==> config.mk <==
export PLATFORM = sky130hd
export DESIGN_NAME = test11_add_arbiter
export DESIGN_NICKNAME = d
export VERILOG_FILES = /design/src/rtl/test11_pkg.sv /design/src/rtl/test11_add_arbiter_rr_arb2.sv /design/src/rtl/test11_add_arbiter.sv
export SDC_FILE = /design/constraint.sdc
export NUM_CORES = 1
export LEC_CHECK = 0
export ABC_AREA = 1
export BUFFER_PORTS_ARGS = -buffer_cell sky130_fd_sc_hd__clkbuf_2
export CAP_MARGIN = 20
export CORE_ASPECT_RATIO = 1.25
export CORE_MARGIN = 10
export CORE_UTILIZATION = 50
export DETAILED_ROUTE_END_ITERATION = 8
export PLACE_DENSITY = 0.89
export SLEW_MARGIN = 0
export SYNTH_ARGS = -nofsm -noshare
export SYNTH_HDL_FRONTEND = slang
export SYNTH_HIERARCHICAL = 1
export SYNTH_SLANG_ARGS = --single-unit
==> constraint.sdc <==
create_clock -name CLK -period 4.6 [get_ports CLK]
set_input_delay 0.92 -clock CLK [delete_from_list [all_inputs] [get_ports CLK]]
set_output_delay 0.92 -clock CLK [all_outputs]
set_load 0.1 [all_outputs]
==> src/rtl/test11_pkg.sv <==
// Shared types, state encoding and defaults for the mkTest11 adder arbiter.
package test11_pkg;

  localparam int unsigned DEF_WAIT_LIMIT = 255;
  localparam int unsigned DEF_CNT_W      = 16;

  typedef struct packed {
    logic [31:0] a;
    logic [31:0] b;
  } ts_t;

  typedef struct packed {
    logic [31:0] sum;
    logic        cry;
  } tsum_t;

  typedef enum logic [1:0] {
    IDLE  = 2'd0,
    ISSUE = 2'd1,
    WAIT  = 2'd2,
    RESP  = 2'd3
  } state_t;

  function automatic logic [63:0] ts_pack(input ts_t v);
    return {v.a, v.b};
  endfunction

  function automatic ts_t ts_unpack(input logic [63:0] v);
    ts_t r;
    r.a = v[63:32];
    r.b = v[31:0];
    return r;
  endfunction

  // TSum packing: sum in [32:1], carry in [0]
  function automatic logic [32:0] tsum_pack(input tsum_t v);
    return {v.sum, v.cry};
  endfunction

  function automatic tsum_t tsum_unpack(input logic [32:0] v);
    tsum_t r;
    r.sum = v[32:1];
    r.cry = v[0];
    return r;
  endfunction

endpackage

==> src/rtl/test11_add_arbiter_rr_arb2.sv <==
// Two-way round-robin grant; last_grant updates only when the grant is accepted.
module rr_arb2 (
  input  logic       clk,
  input  logic       rst_n,
  input  logic [1:0] i_req,
  input  logic       i_accept,
  output logic       o_gnt_valid,
  output logic       o_gnt_id
);

  logic r_last;

  always_comb begin
    o_gnt_valid = |i_req;
    o_gnt_id    = 1'b0;
    case (i_req)
      2'b01:   o_gnt_id = 1'b0;
      2'b10:   o_gnt_id = 1'b1;
      2'b11:   o_gnt_id = ~r_last;
      default: o_gnt_id = 1'b0;
    endcase
  end

  // Reset to 1 so requester 0 wins the first contended grant
  always_ff @(posedge clk) begin
    if (!rst_n) begin
      r_last <= 1'b1;
    end else if (i_accept) begin
      r_last <= o_gnt_id;
    end
  end

endmodule

==> src/rtl/test11_add_arbiter.sv <==
// Round-robin front end sharing one mkTest11 adder between two requesters.
module test11_add_arbiter
  import test11_pkg::*;
#(
  parameter int unsigned WAIT_LIMIT = DEF_WAIT_LIMIT,
  parameter int unsigned CNT_W      = DEF_CNT_W
) (
  input  logic             CLK,
  input  logic             RST_N,
  input  logic             req0_valid,
  output logic             req0_ready,
  input  logic [31:0]      req0_a,
  input  logic [31:0]      req0_b,
  input  logic             req1_valid,
  output logic             req1_ready,
  input  logic [31:0]      req1_a,
  input  logic [31:0]      req1_b,
  output logic             resp0_valid,
  input  logic             resp0_ready,
  output logic             resp1_valid,
  input  logic             resp1_ready,
  output logic [31:0]      resp_sum,
  output logic             resp_cry,
  output logic             resp_err,
  input  logic             RDY_add,
  output logic             EN_add,
  output logic [31:0]      add_s_a,
  output logic [31:0]      add_s_b,
  input  logic             RDY_sum,
  input  logic [31:0]      sum_sum,
  input  logic             sum_cry,
  output logic             busy,
  output logic [CNT_W-1:0] cnt0,
  output logic [CNT_W-1:0] cnt1
);

  localparam int unsigned TW = $clog2(WAIT_LIMIT + 1);

  state_t           r_state;
  state_t           w_state_nxt;
  ts_t              r_op;
  tsum_t            r_res;
  tsum_t            w_sum_in;
  logic             r_err;
  logic             r_gid;
  logic [TW-1:0]    r_timer;
  logic [CNT_W-1:0] r_cnt0;
  logic [CNT_W-1:0] r_cnt1;

  logic             w_gnt_valid;
  logic             w_gnt_id;
  logic             w_hs;
  logic             w_en_add;
  logic             w_take;
  logic             w_timeout;
  logic [1:0]       w_req_ready;
  logic [1:0]       w_resp_valid;
  logic [1:0]       w_resp_rdy;

  assign w_resp_rdy = {resp1_ready, resp0_ready};
  assign w_sum_in   = tsum_unpack({sum_sum, sum_cry});

  rr_arb2 u_arb (
    .clk         (CLK),
    .rst_n       (RST_N),
    .i_req       ({req1_valid, req0_valid}),
    .i_accept    (w_hs),
    .o_gnt_valid (w_gnt_valid),
    .o_gnt_id    (w_gnt_id)
  );

  always_ff @(posedge CLK) begin
    if (!RST_N) begin
      r_state <= IDLE;
    end else begin
      r_state <= w_state_nxt;
    end
  end

  always_comb begin
    w_state_nxt  = r_state;
    w_hs         = 1'b0;
    w_en_add     = 1'b0;
    w_take       = 1'b0;
    w_timeout    = 1'b0;
    w_req_ready  = '0;
    w_resp_valid = '0;
    case (r_state)
      IDLE: begin
        if (w_gnt_valid) begin
          w_req_ready[w_gnt_id] = 1'b1;
          w_hs                  = 1'b1;
          w_state_nxt           = ISSUE;
        end
      end
      ISSUE: begin
        w_en_add = RDY_add;
        if (RDY_add) begin
          w_state_nxt = WAIT;
        end
      end
      WAIT: begin
        if (RDY_sum) begin
          w_state_nxt = RESP;
        end else if (r_timer == TW'(WAIT_LIMIT - 1)) begin
          w_timeout   = 1'b1;
          w_state_nxt = RESP;
        end
      end
      RESP: begin
        w_resp_valid[r_gid] = 1'b1;
        if (w_resp_rdy[r_gid]) begin
          w_take      = 1'b1;
          w_state_nxt = IDLE;
        end
      end
      default: w_state_nxt = IDLE;
    endcase
    // Handshake outputs are held low while reset is asserted
    if (!RST_N) begin
      w_hs         = 1'b0;
      w_en_add     = 1'b0;
      w_take       = 1'b0;
      w_req_ready  = '0;
      w_resp_valid = '0;
    end
  end

  always_ff @(posedge CLK) begin
    if (!RST_N) begin
      r_op    <= '0;
      r_gid   <= 1'b0;
      r_res   <= '0;
      r_err   <= 1'b0;
      r_timer <= '0;
      r_cnt0  <= '0;
      r_cnt1  <= '0;
    end else begin
      if (w_hs) begin
        r_op  <= w_gnt_id ? ts_unpack({req1_a, req1_b}) : ts_unpack({req0_a, req0_b});
        r_gid <= w_gnt_id;
      end
      // Timer only matters in WAIT; the final increment on exit cannot overflow TW
      if (w_en_add) begin
        r_timer <= '0;
      end else if (r_state == WAIT) begin
        r_timer <= r_timer + TW'(1);
      end
      if (r_state == WAIT) begin
        if (RDY_sum) begin
          r_res <= w_sum_in;
          r_err <= 1'b0;
        end else if (w_timeout) begin
          r_res <= '0;
          r_err <= 1'b1;
        end
      end
      if (w_take && !r_err) begin
        if (r_gid) begin
          if (r_cnt1 != '1) r_cnt1 <= r_cnt1 + CNT_W'(1);
        end else begin
          if (r_cnt0 != '1) r_cnt0 <= r_cnt0 + CNT_W'(1);
        end
      end
    end
  end

  assign req0_ready           = w_req_ready[0];
  assign req1_ready           = w_req_ready[1];
  assign resp0_valid          = w_resp_valid[0];
  assign resp1_valid          = w_resp_valid[1];
  assign {resp_sum, resp_cry} = tsum_pack(r_res);
  assign resp_err             = r_err;
  assign EN_add               = w_en_add;
  assign {add_s_a, add_s_b}   = ts_pack(r_op);
  assign busy                 = (r_state != IDLE);
  assign cnt0                 = r_cnt0;
  assign cnt1                 = r_cnt1;

endmodule

==> results.py, run 1 <==
metrics = {
    "status": {
        "status": "completed",
    },
    "pwr": {
        "p_int_mw": 2.532,
        "power_frac_clock_pct": 29.3,
        "power_density_nw_per_um2": 542.2,
        "ir_worst_vdd_mv": 0.3667,
        "leakagePower_nw": 3.787,
        "switching_share_pct": 45.57,
        "seqPwrFrac_pct": 31.6,
        "p_switching_mw": 2.119,
        "pwr-share-comb_pct": 39.1,
    },
    "floorplan": {
        "die_w_um": 120.7,
        "initial_utilization_pct": 51.60,
        "core_um2": 12270,
        "die_h_um": 145.8,
        "dieArea_um2": 17600,
        "fp-row-count": 45,
        "boundaryPins": 305,
    },
    "setup_path": {
        "endpoint_kind": "primary output",
        "rrSetupSlack_ns": 2.59,
        "critPathArrivalTime_ns": 2.21,
        "critPathLaunch": "RST_N",
        "cp_max_fo": 30,
        "required_ns": 3.68,
        "crit_top_cell": "clkbuf_2",
        "reg2reg_from": "r_state[1]$_SDFFE_PN0P_",
        "slowest_delay_ns": 0.52,
        "cp_cell_sequence": "clkbuf_2, clkinv_2, nor2_1, clkbuf_2",
        "worst_path_max_delay_cell": "clkbuf_2",
        "path_class": "in -> out",
        "reg2reg_to": "add_s_b[27]$_SDFFE_PN0P_",
        "worstRegToRegCells": 7,
        "start_kind": "input pin",
    },
    "place": {
        "port_buffers": 304,
        "pre_cts_ws_ns": 1.483,
        "place_congestion": 0.9722,
        "post_dp_cell_area_um2": 7946,
        "hpwl_mm": 17.55,
    },
    "cells_and_area": {
        "multi_input_area_um2": 3114,
        "stdcell_area_um2": 8579,
        "drive_gt1_share_pct": 30.88,
        "nFillCells": 1029,
        "register_area_um2": 2843,
        "layout.nets": 1364,
        "layout_common_cells": "nand2_1, clkbuf_2, dfxtp_1, nor2_1, a31oi_1",
        "syn2layout_area_growth_pct": 35.46,
        "final_core_util_pct": 69.90,
        "layout_commonest_cell": "nand2_1",
    },
    "run": {
        "drv_cap": 0,
    },
    "logic_synthesis": {
        "netlist.area_leader.share_pct": 44.88,
        "yosysSeqAreaShare_pct": 44.88,
        "synth_fp_nets": 1079,
        "syn_area_um2": 6334,
        "syn_avg_cell_area_um2": 7.029,
        "yosysUniqueCellTypes": 35,
        "ys_warn_count": 6,
        "synth_seq_cells": 142,
        "synthCells": 901,
        "yosys.area.top_type": "dfxtp_1",
        "synth_area_leaders": "dfxtp_1, nand2_1, a31oi_1",
    },
    "grt": {
        "grt_use_total_pct": 25.14,
        "grt.met1_usage_pct": 26.53,
        "use_met3_pct": 11.01,
        "grt.busiest_layer": "met2",
        "grt_pass1_wl_mm": 36.01,
        "grt_max_degree": 73,
        "grt_pass1_vias": 6934,
        "met2_usage_pct": 41.98,
        "antenna_found_initial": 8,
        "grt-ovfl-total": 0,
    },
    "sta": {
        "grt_setup_unrepaired": "false",
        "fmax_ghz": 0.3199,
        "postLayoutSetupSlackWorst_ns": 1.474,
        "max_slew.worst_pin.slew_ns": 0.9890,
        "slew_headroom_pct": 33.99,
        "fin_setup_tns_ns": 0,
        "setup-violations-final": 0,
        "drv_slew": 0,
        "skew_ns": 0.01834,
        "period_share_pct": 67.95,
        "hold_viol": 0,
        "finalCriticalPeriod_ns": 3.126,
    },
    "clock_tree": {
        "clockRootBuffer": "clkbuf_16",
        "clk_path_buf_depth": 2,
        "cts.clk_slew.worst_paths_ns": 0.06,
        "numCtsBuffers": 17,
        "cts_tree": "done",
        "cts_resized": 0,
        "postCtsSetupRepairBufs": 0,
        "clock_latency_ns": 0.41,
        "htreeDepth": 4,
        "holdBufCountCts": 0,
        "clock_sinks": 142,
    },
    "worst_hold_path": {
        "hp-start": "resp_sum[6]$_SDFFE_PN0P_",
        "worst_hold_path.endpoint": "resp_sum[6]$_SDFFE_PN0P_",
        "holdPathStages": 2,
        "min_path_type": "reg -> reg",
    },
    "route": {
        "ant_nets": 0,
        "via_per_inst": 5.191,
        "drtIter0Drc": 557,
        "wirelength_mm": 23.00,
        "dr.pass1.iters": 5,
        "drc": 0,
        "wl_per_cell_um": 16.80,
        "vias": 7107,
    },
}
## Yosys cell counts, drive strengths merged
| library cell | number |
|---|---|
| o211ai | 1 |
| a31oi | 68 |
| xnor2 | 4 |
| nand3 | 36 |
| xor2 | 2 |
| nor3 | 7 |
| a21oi | 62 |
| dfxtp | 142 |
| or2 | 2 |
| nand4 | 12 |
| clkbuf | 14 |
| and3 | 2 |
| nand2 | 364 |
| inv | 51 |
| o21ai | 9 |
| a21boi | 1 |
| ha | 9 |
| buf | 30 |
| a211oi | 1 |
| nor2 | 80 |
| nand3b | 4 |
## per-stage QoR
stage	total power, mW	std cells	hold slack, ns
4_1_cts	4.658	1361	0.4605
6_report	4.651	1369	0.4605
3_3_place_gp	3.277	1330	0.4474
5_1_grt	4.839	1366	0.4753
2_1_floorplan	2.934	901	0.4423
3_5_place_dp	3.297	1330	0.4513
## layout make-up
class | count | share of cell area (%)
tap | 164 | 2.392
antenna | 7 | 0.2042
multi-input combinational | 664 | 36.30
clock inverter | 12 | 1.575
clock buffer | 19 | 5.279
sequential | 142 | 33.13
timing repair buffer | 310 | 18.84
inverter | 51 | 2.275
## kinds of logic after synthesis
group           count (synthesis)  share of synthesized area [%]
simple gates                  507                          33.56
buf+inv                        95                          6.262
xor+xnor                        6                         0.8297
fa+ha+maj                       9                          1.778
flops                         142                          44.88
compound gates                142                          12.68
## worst max-delay path by stage
stage	to	cells past startpoint
6_report	EN_add	4
5_1_grt	EN_add	4
4_1_cts	EN_add	4
3_5_place_dp	EN_add	4
3_3_place_gp	EN_add	4
2_1_floorplan	EN_add	5
## flip-flops by register name, indices dropped and copies added, names as in the netlist, 2 cells and up
register  cells
cnt1         16
resp_sum     32
r_timer       8
cnt0         16
add_s_b      32
add_s_a      32
r_state       2
## layer usage
layer | vias to the layer above | wire length, um
li1 | 3507 | -
met1 | 3228 | 8416
met2 | 309 | 11250
met3 | 57 | 2535
met4 | 6 | 777
met5 | - | 30
## critical path: cells and delay by family
family                 cells  cell delay, ns
AND/OR/NAND/NOR            1            0.15
buffers and inverters      3            1.12
## power by group through the flow
| stage | combinational (mW) | sequential [mW] | clock, mW |
|---|---|---|---|
| after floorplan | 0.522 | 2.41 | 0 |
| after global placement | 1.79 | 1.49 | 0 |
| after detailed placement | 1.81 | 1.49 | 0 |
| after CTS | 1.81 | 1.47 | 1.38 |
| after global routing | 1.92 | 1.49 | 1.43 |
| final | 1.82 | 1.47 | 1.36 |
(Power assumes the default switching activity.)
==> run 2, diff against run 1 <==
--- a/config.mk
+++ b/config.mk
@@ -5,14 +5,14 @@
 export SDC_FILE = /design/constraint.sdc
 export NUM_CORES = 1
 export LEC_CHECK = 0
-export ABC_AREA = 1
+export ABC_AREA = 0
 export BUFFER_PORTS_ARGS = -buffer_cell sky130_fd_sc_hd__clkbuf_2
 export CAP_MARGIN = 20
 export CORE_ASPECT_RATIO = 1.25
 export CORE_MARGIN = 10
-export CORE_UTILIZATION = 50
+export CORE_UTILIZATION = 42
 export DETAILED_ROUTE_END_ITERATION = 8
-export PLACE_DENSITY = 0.89
+export PLACE_DENSITY = 0.8
 export SLEW_MARGIN = 0
 export SYNTH_ARGS = -nofsm -noshare
 export SYNTH_HDL_FRONTEND = slang
==> constraint.sdc (replaced) <==
create_clock -name CLK -period 2.8 [get_ports CLK]
set_input_delay 0.56 -clock CLK [delete_from_list [all_inputs] [get_ports CLK]]
set_output_delay 0.56 -clock CLK [all_outputs]
set_load 0.1 [all_outputs]
==> run 2 against run 1 <==
Effect of this change:
- combinational power increased by 140%
- final cell count down 18%
- critical endpoint is now resp1_valid
- core utilization shrank 11 points
- largest power group unchanged
- first-iteration DRC count is 22% lower
- cell area is 1.2% lower
- sequential power rose by 78%
==> results.py, run 2 <==
metrics = {
    "grt": {
        "grt_use_total_pct": 18.99,
        "grt-ovfl-total": 0,
        "grt_max_degree": 65,
        "antenna_found_initial": 0,
        "grt_pass1_vias": 5995,
        "grt_pass1_wl_mm": 30.64,
    },
    "logic_synthesis": {
        "yosysUniqueCellTypes": 51,
        "netlist.area_leader.share_pct": 46.58,
        "syn_area_um2": 6103,
        "synth_fp_nets": 816,
        "yosys.area.top_type": "dfxtp_1",
        "syn_avg_cell_area_um2": 9.566,
        "synth_seq_cells": 142,
        "ys.flop_type": "dfxtp_1",
        "yosysSeqAreaShare_pct": 46.58,
        "synthCells": 638,
        "synthArstFlopShare_pct": 0,
        "synthTopCellsByCount": "dfxtp_1, nor2_1, mux2i_1",
        "synth_edf_count": 0,
        "ys_warn_count": 6,
        "synth.most_common_cell": "dfxtp_1",
        "synth_area_leaders": "dfxtp_1, mux2i_1, a211oi_1",
    },
    "clock_tree": {
        "cts_tree": "done",
        "cts.clk_slew.worst_paths_ns": 0.06,
        "clockRootBuffer": "clkbuf_16",
        "clock_latency_ns": 0.42,
        "postCtsSetupRepairBufs": 0,
        "holdBufCountCts": 0,
        "htreeDepth": 4,
        "cts_resized": 0,
        "clock_sinks": 142,
        "numCtsBuffers": 17,
        "clk_path_buf_depth": 2,
    },
    "route": {
        "wl_per_cell_um": 17.31,
        "via_per_inst": 5.202,
        "wirelength_mm": 19.38,
        "drc": 0,
        "ant_nets": 0,
        "vias": 5821,
        "drtIter0Drc": 435,
        "dr.pass1.iters": 5,
    },
    "status": {
        "status": "completed",
    },
    "pwr": {
        "power_frac_clock_pct": 25.7,
        "power_mw": 9.387,
        "ir_worst_vdd_mv": 0.9566,
        "leakagePower_nw": 4.020,
        "pwr-share-comb_pct": 46.4,
        "p_int_mw": 4.749,
        "p_switching_mw": 4.638,
        "power_density_nw_per_um2": 1107,
        "switching_share_pct": 49.41,
        "seqPwrFrac_pct": 27.8,
    },
    "run": {
        "drv_cap": 0,
    },
    "cells_and_area": {
        "multi_input_area_um2": 3055,
        "drive_gt1_share_pct": 38.79,
        "syn2layout_area_growth_pct": 38.95,
        "layout_commonest_cell": "clkbuf_2",
        "layout_common_cells": "clkbuf_2, dfxtp_1, nor2_1, mux2i_1, a211oi_1",
        "layout.nets": 1107,
        "antenna_cells": 0,
        "register_area_um2": 2843,
        "nFillCells": 1294,
        "final_core_util_pct": 59.11,
    },
    "place": {
        "port_buffers": 304,
        "hpwl_mm": 15.35,
        "place_congestion": 0.8856,
    },
    "sta": {
        "fmax_ghz": 0.4246,
        "hold_viol": 0,
        "finalCriticalPeriod_ns": 2.355,
        "slew_headroom_pct": 53.55,
        "setup-violations-final": 0,
        "grt_setup_unrepaired": "false",
        "max_slew.worst_pin.slew_ns": 0.6967,
        "skew_ns": 0.007937,
        "period_share_pct": 84.11,
        "fin_setup_tns_ns": 0,
        "drv_slew": 0,
    },
    "setup_path": {
        "reg2reg_from": "cnt1[1]$_SDFFE_PN0P_",
        "critPathLaunch": "r_state[0]$_SDFFE_PN0P_",
        "path_class": "reg -> out",
        "cp_max_fo": 5,
        "start_kind": "flip-flop",
        "critPathArrivalTime_ns": 1.80,
        "reg2reg_to": "cnt1[1]$_SDFFE_PN0P_",
        "endpoint": "resp1_valid",
        "required_ns": 2.24,
        "rrSetupSlack_ns": 0.77,
        "endpoint_kind": "primary output",
        "worstRegToRegCells": 6,
    },
    "floorplan": {
        "dieArea_um2": 19780,
        "initial_utilization_pct": 42.54,
        "core_um2": 14350,
        "die_w_um": 127.8,
        "die_h_um": 154.8,
        "fp-row-count": 49,
        "boundaryPins": 305,
    },
    "worst_hold_path": {
        "min_path_type": "in -> reg",
    },
}
## run 2: cell types whose count changed after synthesis, sizes merged, moves of 33 or more
cell / delta
nand2: -335
a22o: +33
a211oi: +65
a21oi: -53
inv: -39
mux2i: +74
a31oi: -64
## run 2: cells by family (layout without fill, tap and decap cells)
family          count (synthesis)  count (layout)  synth area share (%)
compound gates                138             138                 16.91
xor+xnor                       16              16                 2.296
fa+ha+maj                       9               9                 1.845
buf+inv                        56             359                 3.751
flops                         142             142                 46.58
mux                            74              74                 12.14
simple gates                  203             203                 16.48
## run 2: critical path, stage by stage (launching register included)
cell      delay, ns
dfxtp_1        0.39
ha_1           0.33
and3_2         0.21
clkbuf_2       0.45
## run 2: cell type report
cell class / count / area share [%]
sequential: 142 / 33.52
inverter: 13 / 0.5754
tap: 178 / 2.626
clock buffer: 19 / 5.341
multi-input combinational: 440 / 36.03
timing repair buffer: 315 / 19.74
clock inverter: 12 / 2.169
## run 2: layer usage
metal	global-route usage [%]	vias to the layer above	routed length, um
met3	7.421	22	1529
met1	20.18	2688	7267
li1	-	2890	-
met2	33.50	221	10220
met5	0	-	0
met4	5.961	0	357
## run 2: how the worst min path moves through the flow
stage / startpoint / endpoint / slack (ns) / cells past startpoint
floorplan: r_timer[7]$_SDFFE_PP0P_ / r_timer[7]$_SDFFE_PP0P_ / 0.46 / 2
global placement: resp_sum[17]$_SDFFE_PN0P_ / resp_sum[17]$_SDFFE_PN0P_ / 0.46 / 1
detailed placement: resp_sum[23]$_SDFFE_PN0P_ / resp_sum[23]$_SDFFE_PN0P_ / 0.45 / 1
CTS: sum_sum[8] / resp_sum[8]$_SDFFE_PN0P_ / 0.34 / 2
global route: sum_sum[26] / resp_sum[26]$_SDFFE_PN0P_ / 0.34 / 2
finish: sum_sum[31] / resp_sum[31]$_SDFFE_PN0P_ / 0.36 / 2
## run 2: stage by stage
stage	setup WS (ns)	instances	cell area (um2)	hold WS, ns
after CTS	0.4542	1119	8481	0.3412
after detailed placement	0.5907	1088	7844	0.4533
after global placement	0.6310	1088	7844	0.4559
after global routing	0.3796	1119	8481	0.3442
after floorplan	0.07018	638	6111	0.4584
final	0.4449	1119	8481	0.3578
## run 2: power groups by stage
stage	combinational [mW]	sequential [mW]	clock, mW
2_1_floorplan	1.14	5.05	0
3_3_place_gp	4.34	2.64	0
3_5_place_dp	4.38	2.65	0
4_1_cts	4.38	2.61	2.44
5_1_grt	4.56	2.66	2.54
6_report	4.36	2.61	2.42
